==> src/rtl/ptw_mem_responder.sv <==
// ptw_mem_responder: memory-side responder for the page-table walker's PTE port.
// Serves PTE reads and accessed/dirty marks against a 128-bit line memory port.
// A mark is a read-modify-write of one 64-bit PTE inside its 16B line.
// Only one operation is in flight. One further request can wait in a single
// pending slot.
module ptw_mem_responder #(
    parameter int PA_WIDTH    = 32,
    parameter bit SKIP_NOP_WR = 1'b1
) (
    input  logic                clk,
    input  logic                reset,
    input  logic                mem_req_valid,
    input  logic [PA_WIDTH-1:0] mem_req_addr,
    input  logic                mem_req_store,
    input  logic [63:0]         mem_req_data,
    output logic                mem_rsp_valid,
    output logic [63:0]         mem_rsp_data,
    output logic [127:0]        mem_rsp_cacheline,
    input  logic                mem_mark_valid,
    input  logic                mem_mark_accessed,
    input  logic                mem_mark_dirty,
    input  logic [63:0]         mem_mark_addr,
    output logic                mem_mark_rsp_valid,
    output logic                l2_req_valid,
    input  logic                l2_req_ready,
    output logic [PA_WIDTH-1:0] l2_req_addr,
    output logic                l2_req_store,
    output logic [127:0]        l2_req_data,
    input  logic                l2_rsp_valid,
    input  logic [127:0]        l2_rsp_data,
    output logic                proto_err
);

    typedef enum logic [2:0] {
        IDLE,
        RD_REQ,
        RD_WAIT,
        MK_RD_REQ,
        MK_RD_WAIT,
        MK_WR_REQ,
        MK_WR_WAIT
    } state_t;

    // One queued or starting request: a PTE read or a mark carrying its A/D bits.
    typedef struct packed {
        logic                is_mark;
        logic [PA_WIDTH-1:0] addr;
        logic                a;
        logic                d;
    } op_t;

    state_t state;

    // Pending slot.
    op_t  pend;
    logic pend_valid;

    // The op in flight only needs its word select and its A/D bits.
    // The line address is already held in l2_req_addr.
    logic cur_word;
    logic cur_a;
    logic cur_d;

    op_t  req_in;
    op_t  mark_in;
    op_t  start_op;
    logic is_idle;
    logic start_pend;
    logic start_req;
    logic start_mark;
    logic start_any;
    logic req_cand;
    logic mark_cand;
    logic slot_avail;
    logic slot_take_req;
    logic slot_take_mark;
    logic drop;
    logic stray_rsp;
    logic [63:0]  rd_word;
    logic [63:0]  new_word;
    logic [127:0] new_line;
    logic         nop_mark;

    // Decide what starts this cycle, what goes to the pending slot, and build the marked line.
    always_comb begin
        // NOTE: every signal gets a value before any branch, so no latch can be inferred.
        req_in   = '{is_mark: 1'b0, addr: mem_req_addr, a: 1'b0, d: 1'b0};
        mark_in  = '{is_mark: 1'b1, addr: mem_mark_addr[PA_WIDTH-1:0],
                     a: mem_mark_accessed, d: mem_mark_dirty};

        is_idle    = (state == IDLE);
        // A queued request takes priority over anything that arrives in the same cycle.
        start_pend = is_idle && pend_valid;
        start_req  = is_idle && !pend_valid && mem_req_valid;
        start_mark = is_idle && !pend_valid && !mem_req_valid && mem_mark_valid;
        start_any  = start_pend || start_req || start_mark;
        start_op   = start_pend ? pend : (start_req ? req_in : mark_in);

        // Arrivals that are not started now compete for the single slot. A read wins over a mark.
        req_cand       = mem_req_valid && !start_req;
        mark_cand      = mem_mark_valid && !start_mark;
        slot_avail     = !pend_valid || start_pend;
        slot_take_req  = req_cand && slot_avail;
        slot_take_mark = mark_cand && slot_avail && !req_cand;
        drop           = (req_cand && !slot_avail) || (mark_cand && !slot_take_mark);

        stray_rsp = l2_rsp_valid &&
                    !(state inside {RD_WAIT, MK_RD_WAIT, MK_WR_WAIT});

        rd_word  = cur_word ? l2_rsp_data[127:64] : l2_rsp_data[63:0];
        new_word = rd_word | {56'b0, cur_d, cur_a, 6'b0};
        new_line = cur_word ? {new_word, l2_rsp_data[63:0]}
                            : {l2_rsp_data[127:64], new_word};
        nop_mark = SKIP_NOP_WR && (new_word == rd_word);
    end

    // Ignored request data, address bits above the port width, and the PTE offset within a word.
    logic unused_ok;
    assign unused_ok = ^{mem_req_data, mem_mark_addr[63:PA_WIDTH], start_op.addr[2:0]};

    // Operation FSM with registered outputs, the pending slot and the sticky error flag.
    always_ff @(posedge clk) begin
        // NOTE: sequential state uses non-blocking assignments only, so every read sees pre-edge values.
        if (reset) begin
            // NOTE: data registers are reset as well, because every output must read 0 after reset.
            state              <= IDLE;
            pend               <= '0;
            pend_valid         <= 1'b0;
            cur_word           <= 1'b0;
            cur_a              <= 1'b0;
            cur_d              <= 1'b0;
            mem_rsp_valid      <= 1'b0;
            mem_rsp_data       <= '0;
            mem_rsp_cacheline  <= '0;
            mem_mark_rsp_valid <= 1'b0;
            l2_req_valid       <= 1'b0;
            l2_req_addr        <= '0;
            l2_req_store       <= 1'b0;
            l2_req_data        <= '0;
            proto_err          <= 1'b0;
        end else begin
            // Completion indications are single-cycle pulses.
            mem_rsp_valid      <= 1'b0;
            mem_mark_rsp_valid <= 1'b0;

            if (drop || (mem_req_valid && mem_req_store) || stray_rsp) begin
                proto_err <= 1'b1;
            end

            if (slot_take_req) begin
                pend       <= req_in;
                pend_valid <= 1'b1;
            end else if (slot_take_mark) begin
                pend       <= mark_in;
                pend_valid <= 1'b1;
            end else if (start_pend) begin
                pend_valid <= 1'b0;
            end

            case (state)
                IDLE: begin
                    if (start_any) begin
                        cur_word     <= start_op.addr[3];
                        cur_a        <= start_op.a;
                        cur_d        <= start_op.d;
                        l2_req_valid <= 1'b1;
                        l2_req_store <= 1'b0;
                        l2_req_addr  <= {start_op.addr[PA_WIDTH-1:4], 4'b0};
                        state        <= start_op.is_mark ? MK_RD_REQ : RD_REQ;
                    end
                end
                RD_REQ: begin
                    if (l2_req_ready) begin
                        l2_req_valid <= 1'b0;
                        state        <= RD_WAIT;
                    end
                end
                RD_WAIT: begin
                    if (l2_rsp_valid) begin
                        mem_rsp_valid     <= 1'b1;
                        mem_rsp_cacheline <= l2_rsp_data;
                        mem_rsp_data      <= rd_word;
                        state             <= IDLE;
                    end
                end
                MK_RD_REQ: begin
                    if (l2_req_ready) begin
                        l2_req_valid <= 1'b0;
                        state        <= MK_RD_WAIT;
                    end
                end
                MK_RD_WAIT: begin
                    if (l2_rsp_valid) begin
                        if (nop_mark) begin
                            mem_mark_rsp_valid <= 1'b1;
                            state              <= IDLE;
                        end else begin
                            l2_req_valid <= 1'b1;
                            l2_req_store <= 1'b1;
                            l2_req_data  <= new_line;
                            state        <= MK_WR_REQ;
                        end
                    end
                end
                MK_WR_REQ: begin
                    if (l2_req_ready) begin
                        l2_req_valid <= 1'b0;
                        l2_req_store <= 1'b0;
                        state        <= MK_WR_WAIT;
                    end
                end
                MK_WR_WAIT: begin
                    if (l2_rsp_valid) begin
                        mem_mark_rsp_valid <= 1'b1;
                        state              <= IDLE;
                    end
                end
                default: state <= IDLE;
            endcase
        end
    end

endmodule

==> config.mk <==
export PLATFORM = sky130hd
export DESIGN_NAME = ptw_mem_responder
export DESIGN_NICKNAME = d
export VERILOG_FILES = /design/src/rtl/ptw_mem_responder.sv
export SDC_FILE = /design/constraint.sdc
export NUM_CORES = 1
export LEC_CHECK = 0
export BUFFER_PORTS_ARGS = -buffer_cell sky130_fd_sc_hd__clkbuf_2
export CAP_MARGIN = 20
export CORE_AREA = 5 5 253 255
export CTS_BUF_LIST = sky130_fd_sc_hd__clkbuf_2 sky130_fd_sc_hd__clkbuf_4 sky130_fd_sc_hd__clkbuf_8
export CTS_CLUSTER_SIZE = 30
export DETAILED_ROUTE_END_ITERATION = 16
export DIE_AREA = 0 0 258 260
export RECOVER_POWER = 100
export SKIP_CTS_REPAIR_TIMING = 1
export SYNTH_ARGS = -nofsm -noshare
export SYNTH_HDL_FRONTEND = slang
export SYNTH_SLANG_ARGS = --single-unit
==> constraint.sdc <==
create_clock -name clk -period 2 [get_ports clk]
set_input_delay 0.3 -clock clk [delete_from_list [all_inputs] [get_ports clk]]
set_output_delay 0.3 -clock clk [all_outputs]
set_load 0.03 [all_outputs]
After elaboration in Yosys (flattened, before gate mapping)
Index checks and enable logic that the tools add are counted.
W data, S select, Z words.
- equal/unequal tests: 15
- multiplexer cells: 29
- bitwise operators: 3
- reductions and logical operators: 44
- operators with widths (kind ; count):
    $mux W128 ; 1
    $mux W35 ; 2
    $mux W34 ; 2
    $eq A64 B64 Y1 ; 1
    $mux W64 ; 1
    $or A64 B8 Y64 ; 1
    $mux W3 ; 7
    $pmux W3 S6 ; 1
    $logic_and A1 B1 Y1 ; 14
    $reduce_bool A3 Y1 ; 4
    $mux W1 ; 11
    $ne A2 B2 Y1 const B ; 5
    $reduce_and A5 Y1 ; 2
    $eq A3 B3 Y1 const B ; 3
    $logic_not A1 Y1 ; 8
    $eq A3 B2 Y1 const B ; 2
    $logic_or A1 B1 Y1 ; 6
    $ne A2 B1 Y1 const B ; 3
    $pmux W1 S3 ; 2
    $reduce_and A6 Y1 ; 1
    $reduce_or A2 Y1 ; 3
    $reduce_and A2 Y1 ; 2
    $eq A3 B1 Y1 const B ; 1
    $logic_not A3 Y1 ; 1
    other kinds (6) ; 7
- bits in registers: 395
- input port bits: 297

Logic depth before layout (Yosys ltp)
- word-level depth: 13
- gate-level depth with buffers: 8
- mapped depth without buffers: 4

Worst setup path after synthesis
No wires, ideal clock.
- path type: reg2reg
- from: register state[2]
- to: register pend[13] in the netlist's numbering
- arrival: 1.558 ns
- required time: 1.878 ns
- setup slack: 0.321 ns
- stages on the path, launching flop included: 7
- path buffers: 2
- period minus slack after synthesis: 1.679 ns
- cell sequence: dfxtp_1 buf_6 o31a_1 a211oi_1 nor2_1 buf_2 a221o_1
- cells in the longest elaborated chain, start to end: 9
- elaborated cells between the ends (all ways): 17
- classes of those cells: mux: 1; reduce/logical: 16
- ends and longest elaborated chain (what ; line ; RTL):
    from (decl) ; 52 ; state_t state;
    from (signal assigned) ; 169 ; state <= start_op.is_mark ? MK_RD_REQ : RD_REQ;
    $logic_not A3 Y1 (*) ; 91 ; is_idle = (state == IDLE);
    $logic_and A1 B1 Y1 ; 94, 95 ;
    $logic_and A1 B1 Y1 (2 in series) ; 95 ; start_mark = is_idle && !pend_valid && !mem_req_valid && mem_mark_valid;
    $logic_not A1 Y1 ; 101 ; mark_cand = mem_mark_valid && !start_mark;
    $logic_and A1 B1 Y1 ; 101 ;
    $logic_and A1 B1 Y1 (2 in series) ; 104 ; slot_take_mark = mark_cand && slot_avail && !req_cand;
    $reduce_bool A2 Y1 (no source line) ; - ;
    to (signal assigned) ; 151 ; pend <= req_in;
    to (signal assigned) ; 154 ; pend <= mark_in;
    to (decl) ; 55 ; op_t pend;
Mark *: on every way between the ends. The rest lies on a longest branch, timed or not.
A chain may end at the register's enable or synchronous reset.

Final worst setup path
- from: register cur_word
- to: register l2_req_data[40]
- cells in the longest elaborated chain, start to end: 5
- elaborated cells between the ends (all ways): 6
- classes of those cells: eq/ne: 1; mux: 2; bitwise: 2; reduce/logical: 1
- ends and longest elaborated chain (what ; line ; RTL):
    from (decl) ; 60 ; logic cur_word;
    from (signal assigned) ; 163 ; cur_word <= start_op.addr[3];
    $mux W64 ; 110 ; rd_word = cur_word ? l2_rsp_data[127:64] : l2_rsp_data[63:0];
    $or A64 B8 Y64 ; 111 ; new_word = rd_word | {56'b0, cur_d, cur_a, 6'b0};
    $eq A64 B64 Y1 ; 114 ; nop_mark = SKIP_NOP_WR && (new_word == rd_word);
    $not A1 Y1 (no source line) ; - ;
    $reduce_and A3 Y1 (no source line) ; - ;
    to (signal assigned) ; 200 ; l2_req_data <= new_line;
    to (decl) ; 28 ; output logic [127:0] l2_req_data,
Parallel ways exist; a longest one is shown, timed or not.

==> impl_results.md <==
- Status: finished, final reports clean
- Clk Latency, worst-skew pair: ~630 ps
- Chip height: between 200 and 300 um
- Via Count: around 17k
- FILL cells: roughly 6.5k
- Num CTS Buffers: 71
- Final Hold Viols: 0
- Max Cap Viol: 0
- Post-detailed-routing wire length: around 65000 um
- HP Start: mem_req_addr[10]
- Sw Share: 0.402
- CP peak stage delay: roughly 370 ps
- Crit path time final: about 1900 ps
- Residual DRC: 0
- Cell Int Power: 17100 uW
- Row count: a little over 90
- Post-synth EDFFs: 0
- Clk pwr share: 0.283
- Iter 0 DRT Violations: around 1.5k
- Largest cells by area after synthesis: dfxtp_1 (49%), a21oi_1 (8.5%), nand2_1 (6.2%)
- DRT Pass-1 Iters: 5
- Clk slew on worst S/H paths: approximately 60 ps
- Hold Crit Endpoint: pend[12]
- H-tree levels: 3
- Worst Skew: around 25 ps
- CP max-delay cell: dfxtp_4
- CTS tree: yes
- PnR Total Power: about 29000 uW
- GRT overflow: 0
- Hold WC Path Type: input port to register
- Ys flop type: dfxtp_1
- Layout area overhead: 41.5%
- Crit end category: register
- Critical Path AT: 2420 ps
- Gate power share: 0.375
- Switching pwr: about 12000 uW
- Register area share after synthesis: 0.494
- Mapped Area: ~16000 um2
- Non-Filler Instances: 3446
- CP Depth: 7
- CTS Buffer Depth: 3
- Final TNS setup: 0 ps
- Relative slew slack: 0.379
- VDD IR max: 795 uV
- Cell taking the most area after synthesis: dfxtp_1
- Mapped Cells: roughly 1.9k
- Critical path class: register to register
- Vias in the first global route: roughly 15k
- I/O pin count: between 600 and 700
- Die width: 258 um
- CP max FO: 24
- WP buf/inv: 3
- Yosys cell types: between 50 and 60
- R2r startpoint: cur_word
- Pwr Density: around 1300 nW/um2
- Ys async rst share: 0
- Layout cells sized above 1: 0.157
- CP delay by family, top: buffers and inverters
- Flops & latches, synth: 392
- CP Launch Type: register
- CTS root buffer: clkbuf_8
- Antenna Nets Post-Route: 0
- Detailed placement HPWL: between 40000 and 50000 um
- DP Cell Count: ~3.1k
- CP required: around 2500 ps
- Vias/cell: between 4 and 5
- Final slew viol count: 0
- Area occupied by multi-input gates: 7100 um2
- Post-synth top cells: dfxtp_1 (392), a21oi_1 (271), nand2_1 (264)
- Seq. cell area: around 7900 um2
- Gpl congestion: 0.814
- First-pass GRT wire length: around 93000 um
- Initial antenna violation count: 3
- Fin crit share: 0.948
- Nets: 2902
- Syn Area/Cell: about 8.3 um2
- Worst reg2reg path depth: 7
- Initial core utilization: 0.259
- GRT Util Overall: 0.174
- CP cell instances: mux2i_1 > buf_4 > a22oi_2 > buf_12 > buf_6 > o21ai_0 > a21oi_1
- Worst-margin pin slew: about 930 ps
- Synth top area share: 0.494
- Clk sinks: between 300 and 400
- Max Freq: between 500 and 600 MHz
- Largest net degree at the start of global routing: 173
- Post-Route Utilization: 0.367
- Min-Delay Path Depth: 3
- R2R setup slack: approximately 100 ps
- Sequential Power Share: 0.343
- Final Hold Slack: 25.1 ps
- Leak: roughly 0.0082 uW
- Full die area: about 67000 um2
- # port buffers: 547
- Core Region: approximately 60000 um2
- Final setup viols: 0
- Most frequent cell after synthesis: dfxtp_1
- Reg-to-reg endpoint: l2_req_data[40]
- DR WL/cell: 18.9 um
- Ys Warns: 0
## registers in the layout (all words and copies together) (netlist names)
register	flops
l2_req_valid	1
mem_rsp_cacheline	128
mem_mark_rsp_valid	1
l2_req_data	128
proto_err	1
l2_req_addr	28
mem_rsp_data	64
cur_word	1
mem_rsp_valid	1
pend_valid	1
l2_req_store	1
cur_d	1
state	3
cur_a	1
pend	32
## cell usage in the layout (no fill, tap or decap), types with 5 or more instances in the layout
| cell | count |
|---|---|
| a31oi_1 | 5 |
| dlygate4sd3_1 | 172 |
| nor2_1 | 149 |
| nand2_1 | 264 |
| a311oi_1 | 28 |
| nand3_1 | 128 |
| dfxtp_1 | 388 |
| o22ai_1 | 7 |
| nor3_1 | 39 |
| o21ai_0 | 130 |
| clkbuf_8 | 91 |
| mux2i_1 | 67 |
| and3_1 | 29 |
| a221o_1 | 25 |
| nand2b_1 | 10 |
| clkbuf_2 | 205 |
| clkbuf_1 | 355 |
| a21oi_1 | 271 |
| a221oi_1 | 6 |
| a211oi_1 | 98 |
| clkbuf_4 | 24 |
| buf_4 | 39 |
| buf_12 | 21 |
| inv_1 | 32 |
| buf_6 | 7 |
## per-stage QoR
step	cell area, um2	worst slack (ps)
detailed placement	19800	-28.5
CTS	21300	-79.8
global placement	19800	6.48
finish	22500	104
global route	22500	-0.346
floorplan	15900	321
## worst register-to-register path, delay by kind of cell (launching register included)
kind / cells / cell delay (ps)
buffers and inverters: 3 / 650
muxes: 1 / 170
DFF: 1 / 370
AOI/OAI and AO/OA: 3 / 620
## layer usage
metal,GRT usage,vias up,wire (um)
met5,0,-,0
met4,0.0575,0,1640
met3,0.0484,107,4560
met2,0.277,655,30700
met1,0.230,7971,28200
li1,-,8169,-
## how the worst max path moves through the flow
stage                                         to  slack (ps)      from
after global routing      mem_rsp_cacheline[106]        -0.3  state[0]
after detailed placement                pend[21]         -30  state[2]
after floorplan                         pend[13]         320  state[2]
final                            l2_req_data[40]         100  cur_word
after global placement                  pend[29]           6  state[1]
after CTS                               pend[25]         -80  state[2]
## cell type report
type                    count  share of cell area
diodes                      2            0.000222
clock buffers             114              0.0633
clock inverters             8             0.00334
inverters                  33             0.00550
multi-input cells        1304               0.315
flip-flops and latches    392               0.349
well taps                 790              0.0439
repair buffers            803               0.219
## cell families (layout without fill, tap and decap cells)
family / Yosys count / in the layout / synth area share
buf+inv: 228 / 958 / 0.0631
compound gates: 596 / 597 / 0.227
other cells: 1 / 6 / 0.000236
flops: 392 / 392 / 0.494
simple gates: 635 / 635 / 0.173
mux: 68 / 68 / 0.0430
## power groups by stage
| stage | Combinational (uW) | Sequential, uW | Clock, uW |
|---|---|---|---|
| detailed placement | 10700 | 9960 | 0 |
| floorplan | 5110 | 11600 | 0 |
| global placement | 10700 | 9940 | 0 |
| global route | 11500 | 9960 | 8660 |
| CTS | 10800 | 9810 | 8300 |
| finish | 10700 | 9820 | 8090 |
No activity file was read; power rests on OpenSTA's default activity.
